$ cat src/rtl/pipeline_hazard_ctrl_if.sv
// Per-stage stall/flush control bundle between the hazard controller (master) and the datapath (slave).
// Optional perf counters exist only when PIPE_HAZARD_PERF_EN is defined.
interface pipeline_hazard_ctrl_if;
    logic [4:0]  IF_ID_rs;
    logic [4:0]  IF_ID_rt;
    logic        IF_ID_UsesRt;
    logic        ID_EX_MemRead;
    logic [4:0]  ID_EX_rt;
    logic        ID_Jump;
    logic        EX_BranchTaken;
    logic        EX_MEM_MemOp;
    logic        dmem_ready;
    logic        dmem_req;
    logic        mem_error;
    logic        PC_Stall;
    logic        IF_ID_Stall;
    logic        IF_ID_Flush;
    logic        ID_EX_Stall;
    logic        ID_EX_Flush;
    logic        EX_MEM_Stall;
    logic        EX_MEM_Flush;
    logic        MEM_WB_Stall;
    logic        MEM_WB_Flush;
`ifdef PIPE_HAZARD_PERF_EN
    logic [31:0] stall_cycles;
    logic [31:0] flush_events;
`endif

    modport master (
`ifdef PIPE_HAZARD_PERF_EN
        output stall_cycles,
        output flush_events,
`endif
        input  IF_ID_rs,
        input  IF_ID_rt,
        input  IF_ID_UsesRt,
        input  ID_EX_MemRead,
        input  ID_EX_rt,
        input  ID_Jump,
        input  EX_BranchTaken,
        input  EX_MEM_MemOp,
        input  dmem_ready,
        output dmem_req,
        output mem_error,
        output PC_Stall,
        output IF_ID_Stall,
        output IF_ID_Flush,
        output ID_EX_Stall,
        output ID_EX_Flush,
        output EX_MEM_Stall,
        output EX_MEM_Flush,
        output MEM_WB_Stall,
        output MEM_WB_Flush
    );

    modport slave (
`ifdef PIPE_HAZARD_PERF_EN
        input  stall_cycles,
        input  flush_events,
`endif
        output IF_ID_rs,
        output IF_ID_rt,
        output IF_ID_UsesRt,
        output ID_EX_MemRead,
        output ID_EX_rt,
        output ID_Jump,
        output EX_BranchTaken,
        output EX_MEM_MemOp,
        output dmem_ready,
        input  dmem_req,
        input  mem_error,
        input  PC_Stall,
        input  IF_ID_Stall,
        input  IF_ID_Flush,
        input  ID_EX_Stall,
        input  ID_EX_Flush,
        input  EX_MEM_Stall,
        input  EX_MEM_Flush,
        input  MEM_WB_Stall,
        input  MEM_WB_Flush
    );
endinterface

$ cat src/rtl/pipeline_hazard_ctrl.sv
// Pipeline hazard controller: load-use, branch/jump and multi-cycle data-memory stalls/flushes.
// Define PIPE_HAZARD_PERF_EN to add the stall_cycles / flush_events counters.
module pipeline_hazard_ctrl #(
    parameter int TIMEOUT = 255,
    parameter int CNT_W   = 8
) (
    input  logic                   clk,
    input  logic                   reset,
    pipeline_hazard_ctrl_if.master hz
);

    typedef enum logic [0:0] {
        ST_IDLE = 1'b0,
        ST_WAIT = 1'b1
    } state_t;

    localparam logic [CNT_W-1:0] TIMEOUT_C = CNT_W'(TIMEOUT);

    state_t           state_q;
    state_t           state_d;
    logic [CNT_W-1:0] wait_cnt_q;
    logic [CNT_W-1:0] wait_cnt_d;
    logic             mem_error_q;
    logic             mem_error_d;

    logic memstall_s;
    logic dmem_req_s;
    logic load_use_s;
    logic pc_stall_s;
    logic if_id_stall_s;
    logic if_id_flush_s;
    logic id_ex_stall_s;
    logic id_ex_flush_s;
    logic ex_mem_stall_s;
    logic mem_wb_flush_s;

    // Memory FSM state, wait counter and sticky timeout flag
    always_ff @(posedge clk or posedge reset) begin
        if (reset) begin
            state_q     <= ST_IDLE;
            wait_cnt_q  <= {CNT_W{1'b0}};
            mem_error_q <= 1'b0;
        end else begin
            state_q     <= state_d;
            wait_cnt_q  <= wait_cnt_d;
            mem_error_q <= mem_error_d;
        end
    end

    // Memory FSM next state; memstall drops on the completing or abandoning cycle
    always_comb begin
        state_d     = state_q;
        wait_cnt_d  = wait_cnt_q;
        mem_error_d = mem_error_q;
        memstall_s  = 1'b0;
        dmem_req_s  = 1'b0;
        case (state_q)
            ST_IDLE: begin
                dmem_req_s = hz.EX_MEM_MemOp;
                if (hz.EX_MEM_MemOp && !hz.dmem_ready) begin
                    memstall_s = 1'b1;
                    state_d    = ST_WAIT;
                    wait_cnt_d = CNT_W'(1);
                end else begin
                    state_d    = ST_IDLE;
                end
            end
            ST_WAIT: begin
                dmem_req_s = 1'b1;
                if (hz.dmem_ready) begin
                    state_d    = ST_IDLE;
                    wait_cnt_d = {CNT_W{1'b0}};
                end else if (wait_cnt_q == TIMEOUT_C) begin
                    state_d     = ST_IDLE;
                    wait_cnt_d  = {CNT_W{1'b0}};
                    mem_error_d = 1'b1;
                end else begin
                    memstall_s = 1'b1;
                    wait_cnt_d = wait_cnt_q + CNT_W'(1);
                end
            end
            default: begin
                state_d    = ST_IDLE;
                wait_cnt_d = {CNT_W{1'b0}};
            end
        endcase
    end

    assign load_use_s = hz.ID_EX_MemRead && (hz.ID_EX_rt != 5'd0) &&
                        ((hz.ID_EX_rt == hz.IF_ID_rs) ||
                         (hz.IF_ID_UsesRt && (hz.ID_EX_rt == hz.IF_ID_rt)));

    // Prioritised stall/flush resolution; everything is forced low while reset is held
    always_comb begin
        pc_stall_s     = 1'b0;
        if_id_stall_s  = 1'b0;
        if_id_flush_s  = 1'b0;
        id_ex_stall_s  = 1'b0;
        id_ex_flush_s  = 1'b0;
        ex_mem_stall_s = 1'b0;
        mem_wb_flush_s = 1'b0;
        if (reset) begin
            pc_stall_s = 1'b0;
        end else if (memstall_s) begin
            pc_stall_s     = 1'b1;
            if_id_stall_s  = 1'b1;
            id_ex_stall_s  = 1'b1;
            ex_mem_stall_s = 1'b1;
            mem_wb_flush_s = 1'b1;
        end else if (hz.EX_BranchTaken) begin
            if_id_flush_s = 1'b1;
            id_ex_flush_s = 1'b1;
        end else if (load_use_s) begin
            pc_stall_s    = 1'b1;
            if_id_stall_s = 1'b1;
            id_ex_flush_s = 1'b1;
        end else if (hz.ID_Jump) begin
            if_id_flush_s = 1'b1;
        end else begin
            pc_stall_s = 1'b0;
        end
    end

    assign hz.dmem_req     = dmem_req_s & ~reset;
    assign hz.mem_error    = mem_error_q;
    assign hz.PC_Stall     = pc_stall_s;
    assign hz.IF_ID_Stall  = if_id_stall_s;
    assign hz.IF_ID_Flush  = if_id_flush_s;
    assign hz.ID_EX_Stall  = id_ex_stall_s;
    assign hz.ID_EX_Flush  = id_ex_flush_s;
    assign hz.EX_MEM_Stall = ex_mem_stall_s;
    assign hz.EX_MEM_Flush = 1'b0;
    assign hz.MEM_WB_Stall = 1'b0;
    assign hz.MEM_WB_Flush = mem_wb_flush_s;

`ifdef PIPE_HAZARD_PERF_EN
    logic [31:0] stall_cycles_q;
    logic [31:0] stall_cycles_d;
    logic [31:0] flush_events_q;
    logic [31:0] flush_events_d;

    // PC_Stall is high exactly when a memstall or load-use stall is in effect
    always_comb begin
        stall_cycles_d = stall_cycles_q + (pc_stall_s ? 32'd1 : 32'd0);
        flush_events_d = flush_events_q + (if_id_flush_s ? 32'd1 : 32'd0);
    end

    // Free-running perf counters, wrapping modulo 2^32
    always_ff @(posedge clk or posedge reset) begin
        if (reset) begin
            stall_cycles_q <= 32'd0;
            flush_events_q <= 32'd0;
        end else begin
            stall_cycles_q <= stall_cycles_d;
            flush_events_q <= flush_events_d;
        end
    end

    assign hz.stall_cycles = stall_cycles_q;
    assign hz.flush_events = flush_events_q;
`endif

endmodule

$ cat src/flat_wrapper.sv
// flat-port wrapper written by rule: the top's interface ports become plain ports
module pipeline_hazard_ctrl_flat 
#(
    parameter int TIMEOUT = 255,
    parameter int CNT_W   = 8
)
  (clk, reset, hz_IF_ID_rs, hz_IF_ID_rt, hz_IF_ID_UsesRt, hz_ID_EX_MemRead, hz_ID_EX_rt, hz_ID_Jump, hz_EX_BranchTaken, hz_EX_MEM_MemOp, hz_dmem_ready, hz_dmem_req, hz_mem_error, hz_PC_Stall, hz_IF_ID_Stall, hz_IF_ID_Flush, hz_ID_EX_Stall, hz_ID_EX_Flush, hz_EX_MEM_Stall, hz_EX_MEM_Flush, hz_MEM_WB_Stall, hz_MEM_WB_Flush);
  pipeline_hazard_ctrl_if hz_i ();
  input  logic clk;
  input  logic reset;
  input wire logic [$bits(hz_i.IF_ID_rs)-1:0] hz_IF_ID_rs;
  input wire logic [$bits(hz_i.IF_ID_rt)-1:0] hz_IF_ID_rt;
  input wire logic [$bits(hz_i.IF_ID_UsesRt)-1:0] hz_IF_ID_UsesRt;
  input wire logic [$bits(hz_i.ID_EX_MemRead)-1:0] hz_ID_EX_MemRead;
  input wire logic [$bits(hz_i.ID_EX_rt)-1:0] hz_ID_EX_rt;
  input wire logic [$bits(hz_i.ID_Jump)-1:0] hz_ID_Jump;
  input wire logic [$bits(hz_i.EX_BranchTaken)-1:0] hz_EX_BranchTaken;
  input wire logic [$bits(hz_i.EX_MEM_MemOp)-1:0] hz_EX_MEM_MemOp;
  input wire logic [$bits(hz_i.dmem_ready)-1:0] hz_dmem_ready;
  output wire logic [$bits(hz_i.dmem_req)-1:0] hz_dmem_req;
  output wire logic [$bits(hz_i.mem_error)-1:0] hz_mem_error;
  output wire logic [$bits(hz_i.PC_Stall)-1:0] hz_PC_Stall;
  output wire logic [$bits(hz_i.IF_ID_Stall)-1:0] hz_IF_ID_Stall;
  output wire logic [$bits(hz_i.IF_ID_Flush)-1:0] hz_IF_ID_Flush;
  output wire logic [$bits(hz_i.ID_EX_Stall)-1:0] hz_ID_EX_Stall;
  output wire logic [$bits(hz_i.ID_EX_Flush)-1:0] hz_ID_EX_Flush;
  output wire logic [$bits(hz_i.EX_MEM_Stall)-1:0] hz_EX_MEM_Stall;
  output wire logic [$bits(hz_i.EX_MEM_Flush)-1:0] hz_EX_MEM_Flush;
  output wire logic [$bits(hz_i.MEM_WB_Stall)-1:0] hz_MEM_WB_Stall;
  output wire logic [$bits(hz_i.MEM_WB_Flush)-1:0] hz_MEM_WB_Flush;
  assign hz_i.IF_ID_rs = hz_IF_ID_rs;
  assign hz_i.IF_ID_rt = hz_IF_ID_rt;
  assign hz_i.IF_ID_UsesRt = hz_IF_ID_UsesRt;
  assign hz_i.ID_EX_MemRead = hz_ID_EX_MemRead;
  assign hz_i.ID_EX_rt = hz_ID_EX_rt;
  assign hz_i.ID_Jump = hz_ID_Jump;
  assign hz_i.EX_BranchTaken = hz_EX_BranchTaken;
  assign hz_i.EX_MEM_MemOp = hz_EX_MEM_MemOp;
  assign hz_i.dmem_ready = hz_dmem_ready;
  assign hz_dmem_req = hz_i.dmem_req;
  assign hz_mem_error = hz_i.mem_error;
  assign hz_PC_Stall = hz_i.PC_Stall;
  assign hz_IF_ID_Stall = hz_i.IF_ID_Stall;
  assign hz_IF_ID_Flush = hz_i.IF_ID_Flush;
  assign hz_ID_EX_Stall = hz_i.ID_EX_Stall;
  assign hz_ID_EX_Flush = hz_i.ID_EX_Flush;
  assign hz_EX_MEM_Stall = hz_i.EX_MEM_Stall;
  assign hz_EX_MEM_Flush = hz_i.EX_MEM_Flush;
  assign hz_MEM_WB_Stall = hz_i.MEM_WB_Stall;
  assign hz_MEM_WB_Flush = hz_i.MEM_WB_Flush;
  pipeline_hazard_ctrl #(.TIMEOUT(TIMEOUT), .CNT_W(CNT_W)) u_core (.clk(clk), .reset(reset), .hz(hz_i));
endmodule
$ cat config.mk
export PLATFORM = sky130hd
export DESIGN_NAME = pipeline_hazard_ctrl_flat
export DESIGN_NICKNAME = d
export VERILOG_FILES = /design/src/rtl/pipeline_hazard_ctrl_if.sv /design/src/rtl/pipeline_hazard_ctrl.sv /design/src/flat_wrapper.sv
export SDC_FILE = /design/constraint.sdc
export NUM_CORES = 1
export LEC_CHECK = 0
export ABC_AREA = 1
export ABC_CLOCK_PERIOD_IN_PS = 1330
export BUFFER_PORTS_ARGS = -buffer_cell sky130_fd_sc_hd__buf_4
export CAP_MARGIN = 40
export CORE_ASPECT_RATIO = 0.9
export CORE_MARGIN = 5
export CORE_UTILIZATION = 46
export DETAILED_ROUTE_END_ITERATION = 12
export PLACE_DENSITY = 0.76
export SYNTH_ARGS = -nofsm -noshare
export SYNTH_HDL_FRONTEND = slang
export SYNTH_SLANG_ARGS = --single-unit
export TNS_END_PERCENT = 30
$ cat constraint.sdc
create_clock -name clk -period 1.33 [get_ports clk]
set_input_delay 0 -clock clk [delete_from_list [all_inputs] [get_ports clk]]
set_output_delay 0 -clock clk [all_outputs]
set_load 0.03 [all_outputs]
==> flow_summary.ini <==
[route]
ant_nets = 0
wl_per_cell_um = 12.67
vias = 1005
routed_wl_um = 2585
drtPass1Iterations = 4
via_per_inst = 4.926
initialDrtViolationCount = 25
drc = 0

[timing]
skew_ps = 1.725
rsz0062_at_grt = yes
fmax_mhz = 616.5
setup_slack_ps = -292.0
setup_viol = 13
finalHoldViolations = 0
setup-tns-final_ps = -2482
slew_viol_final = 0
min_period_ps = 1622
min_period_over_period = 1.220

[pwr]
p_clk_frac = 0.270
leakage_nw = 0.7311
p_int_w = 0.0007026
power_switching_w = 0.0003777
power_w = 0.001080
ir_drop_mv = 0.4233
comb_power_share = 0.406
seqPwrFrac = 0.324
switching_share = 0.3496
power_density_nw_per_um2 = 797.3

[final_layout]
drive_above_1_share = 0.4022
fin_nets = 204
instances_no_fill = 204
syn2layout_area_growth_pct = 54.94
stdcell_area_um2 = 1355
antennaDiodeCount = 0

[logic_synthesis]
avgSynthCellArea_um2 = 6.626
yosysMostFrequentCell = nand2_1
synth.ff_latch_count = 10
netlist_area_um2 = 874.6
yosys_warnings = 0
synth-main-ff-cell = dfrtp_1
synth_commonest_cells = nand2_1 (42), inv_1 (21), nor2_1 (13)
synth-async-reset-ratio = 1.000
yosysUniqueCellTypes = 25
synth_top_cell_area_share = 0.2861
synth_top_area_cell = dfrtp_1
synth.area.top_cells = dfrtp_1 (29%), nand2_1 (18%), inv_1 (9.0%)
synth_edf_count = 0
synth_cells = 132
yosysSeqAreaShare = 0.2861

[clock_network]
cts.clk_slew.worst_paths_ps = 70
cts_tree = done
clock-sinks = 10
root_buffer = clkbuf_4
clock_latency_ps = 280
clk_path_buf_depth = 2
cts_buffers = 3
h-tree-depth = 1

[global_route]
grt_pass1_wl_um = 3864
grt_usage = 0.1727
grt.overflow.total = 0
first_global_vias = 954
grt_max_degree = 9
antenna_found_initial = 0

[floorplanning]
ios = 34
rows = 15
die_area_um2 = 2874
die_width_um = 55.96
core_um2 = 1858
die_h_um = 51.37
start_util = 0.4707

[worst_setup_path]
arrival_ps = 1620
critPathKind = register to output pin
crit_fanout = 3
startpoint_type = register
cp.required_ps = 1330
end_kind = output pin

[placed_design]
dpl.hpwl_um = 1635
port-buffer-count = 31
dpl_cell_area_um2 = 1127
place_inst = 187
gp_congestion = 0.8754
place_ws_ps = -19.75

[status]
status = complete, but fails checks
failed_checks = setup timing

[run]
maxCapViolations = 0

[min_path]
hold_class = input pin to register
==> repair_timing <==
item,4_1_cts,5_1_grt
pin swaps,3,3
endpoints found under the setup margin,7,16
hold buffers,2,0
buffers inserted,5,6
gates resized for setup,14,7
endpoints found under the hold margin,4,0
==> sequential cells by signal, indices dropped and copies added (netlist names) <==
signal / flops
u_core.hz.mem_error: 1
u_core.state_q: 1
u_core.wait_cnt_q: 8
==> stage by stage <==
stage,hold slack (ps),utilization
after global routing,25.84,0.7293
after global placement,-29.91,0.6067
after CTS,31.67,0.6862
after detailed placement,-27.34,0.6067
final,21.56,0.7293
after floorplan,-120.7,-
==> routing by layer <==
layer	up-vias	track usage	wire, um
li1	487	-	-
met1	465	0.1669	1038
met2	44	0.3307	1303
met3	9	0.03535	156
met4	0	0.1146	87
met5	-	0	0
==> final cells by class <==
class / instances / area [um2]
timing repair buffer: 47 / 384.1
clock buffer: 4 / 36.28
multi-input combinational: 94 / 563.0
tap: 25 / 31.28
fill: 128 / 503.0
inverter: 24 / 90.09
sequential: 10 / 250.2
==> power by group through the flow <==
stage / logic (W) / clock network (W) / registers [W]
after global routing: 0.000470 / 0.000313 / 0.000351
after CTS: 0.000378 / 0.000282 / 0.000342
after detailed placement: 0.000317 / 0 / 0.000348
final: 0.000439 / 0.000291 / 0.000350
after floorplan: 0.000194 / 0 / 0.000349
after global placement: 0.000308 / 0 / 0.000345
==> placed cells by master, fill, tap and decap left out, types with 2 or more instances in the layout <==
cell and n:
buf_6 7, nand2_4 3, nor2_4 2, inv_1 20, o21ai_0 3, a21oi_1 2, buf_4 38, clkbuf_4 3
nand3_4 3, nor2_1 13, nand3_1 4, dfrtp_1 10, nand2_1 41, xor2_1 3, a21oi_2 2, dlygate4sd3_1 2
conb_1 2, nand2_2 2, xnor2_1 2, o21ai_1 2, inv_2 4
==> path summary, 6_finish.rpt <==
| check | start | to | slack [ps] | cells past startpoint |
|---|---|---|---|---|
| worst max-delay path | u_core.wait_cnt_q[0] | hz_IF_ID_Stall | -290 | 9 |
| worst min-delay path | hz_dmem_ready | u_core.wait_cnt_q[7] | 20 | 4 |
| worst max register to register | u_core.wait_cnt_q[0] | u_core.wait_cnt_q[5] | -170 | 9 |
| worst min register to register | u_core.hz.mem_error | u_core.hz.mem_error | 500 | 1 |
| max in group asynchronous | reset | u_core.wait_cnt_q[6] | 170 | 4 |
| min in group asynchronous | reset | u_core.wait_cnt_q[1] | 500 | 4 |
==> critical path, stage by stage, from the launching register on <==
cell     delay [ps]
dfrtp_1         400
ha_4            170
nand3_4          80
nor2_4          130
nand3_4         100
nand2_4         100
nand2_2          80
nand2_4          80
o21ai_4          70
buf_6           140
==> logic make-up after synthesis <==
| kind of cell | Yosys count | synth area share |
|---|---|---|
| compound gates | 13 | 0.09299 |
| xor+xnor | 5 | 0.05008 |
| fa+ha+maj | 1 | 0.01430 |
| buf+inv | 29 | 0.1459 |
| flops | 10 | 0.2861 |
| other cells | 1 | 0.004288 |
| simple gates | 73 | 0.4063 |
Power figures use the tool's default switching activity.
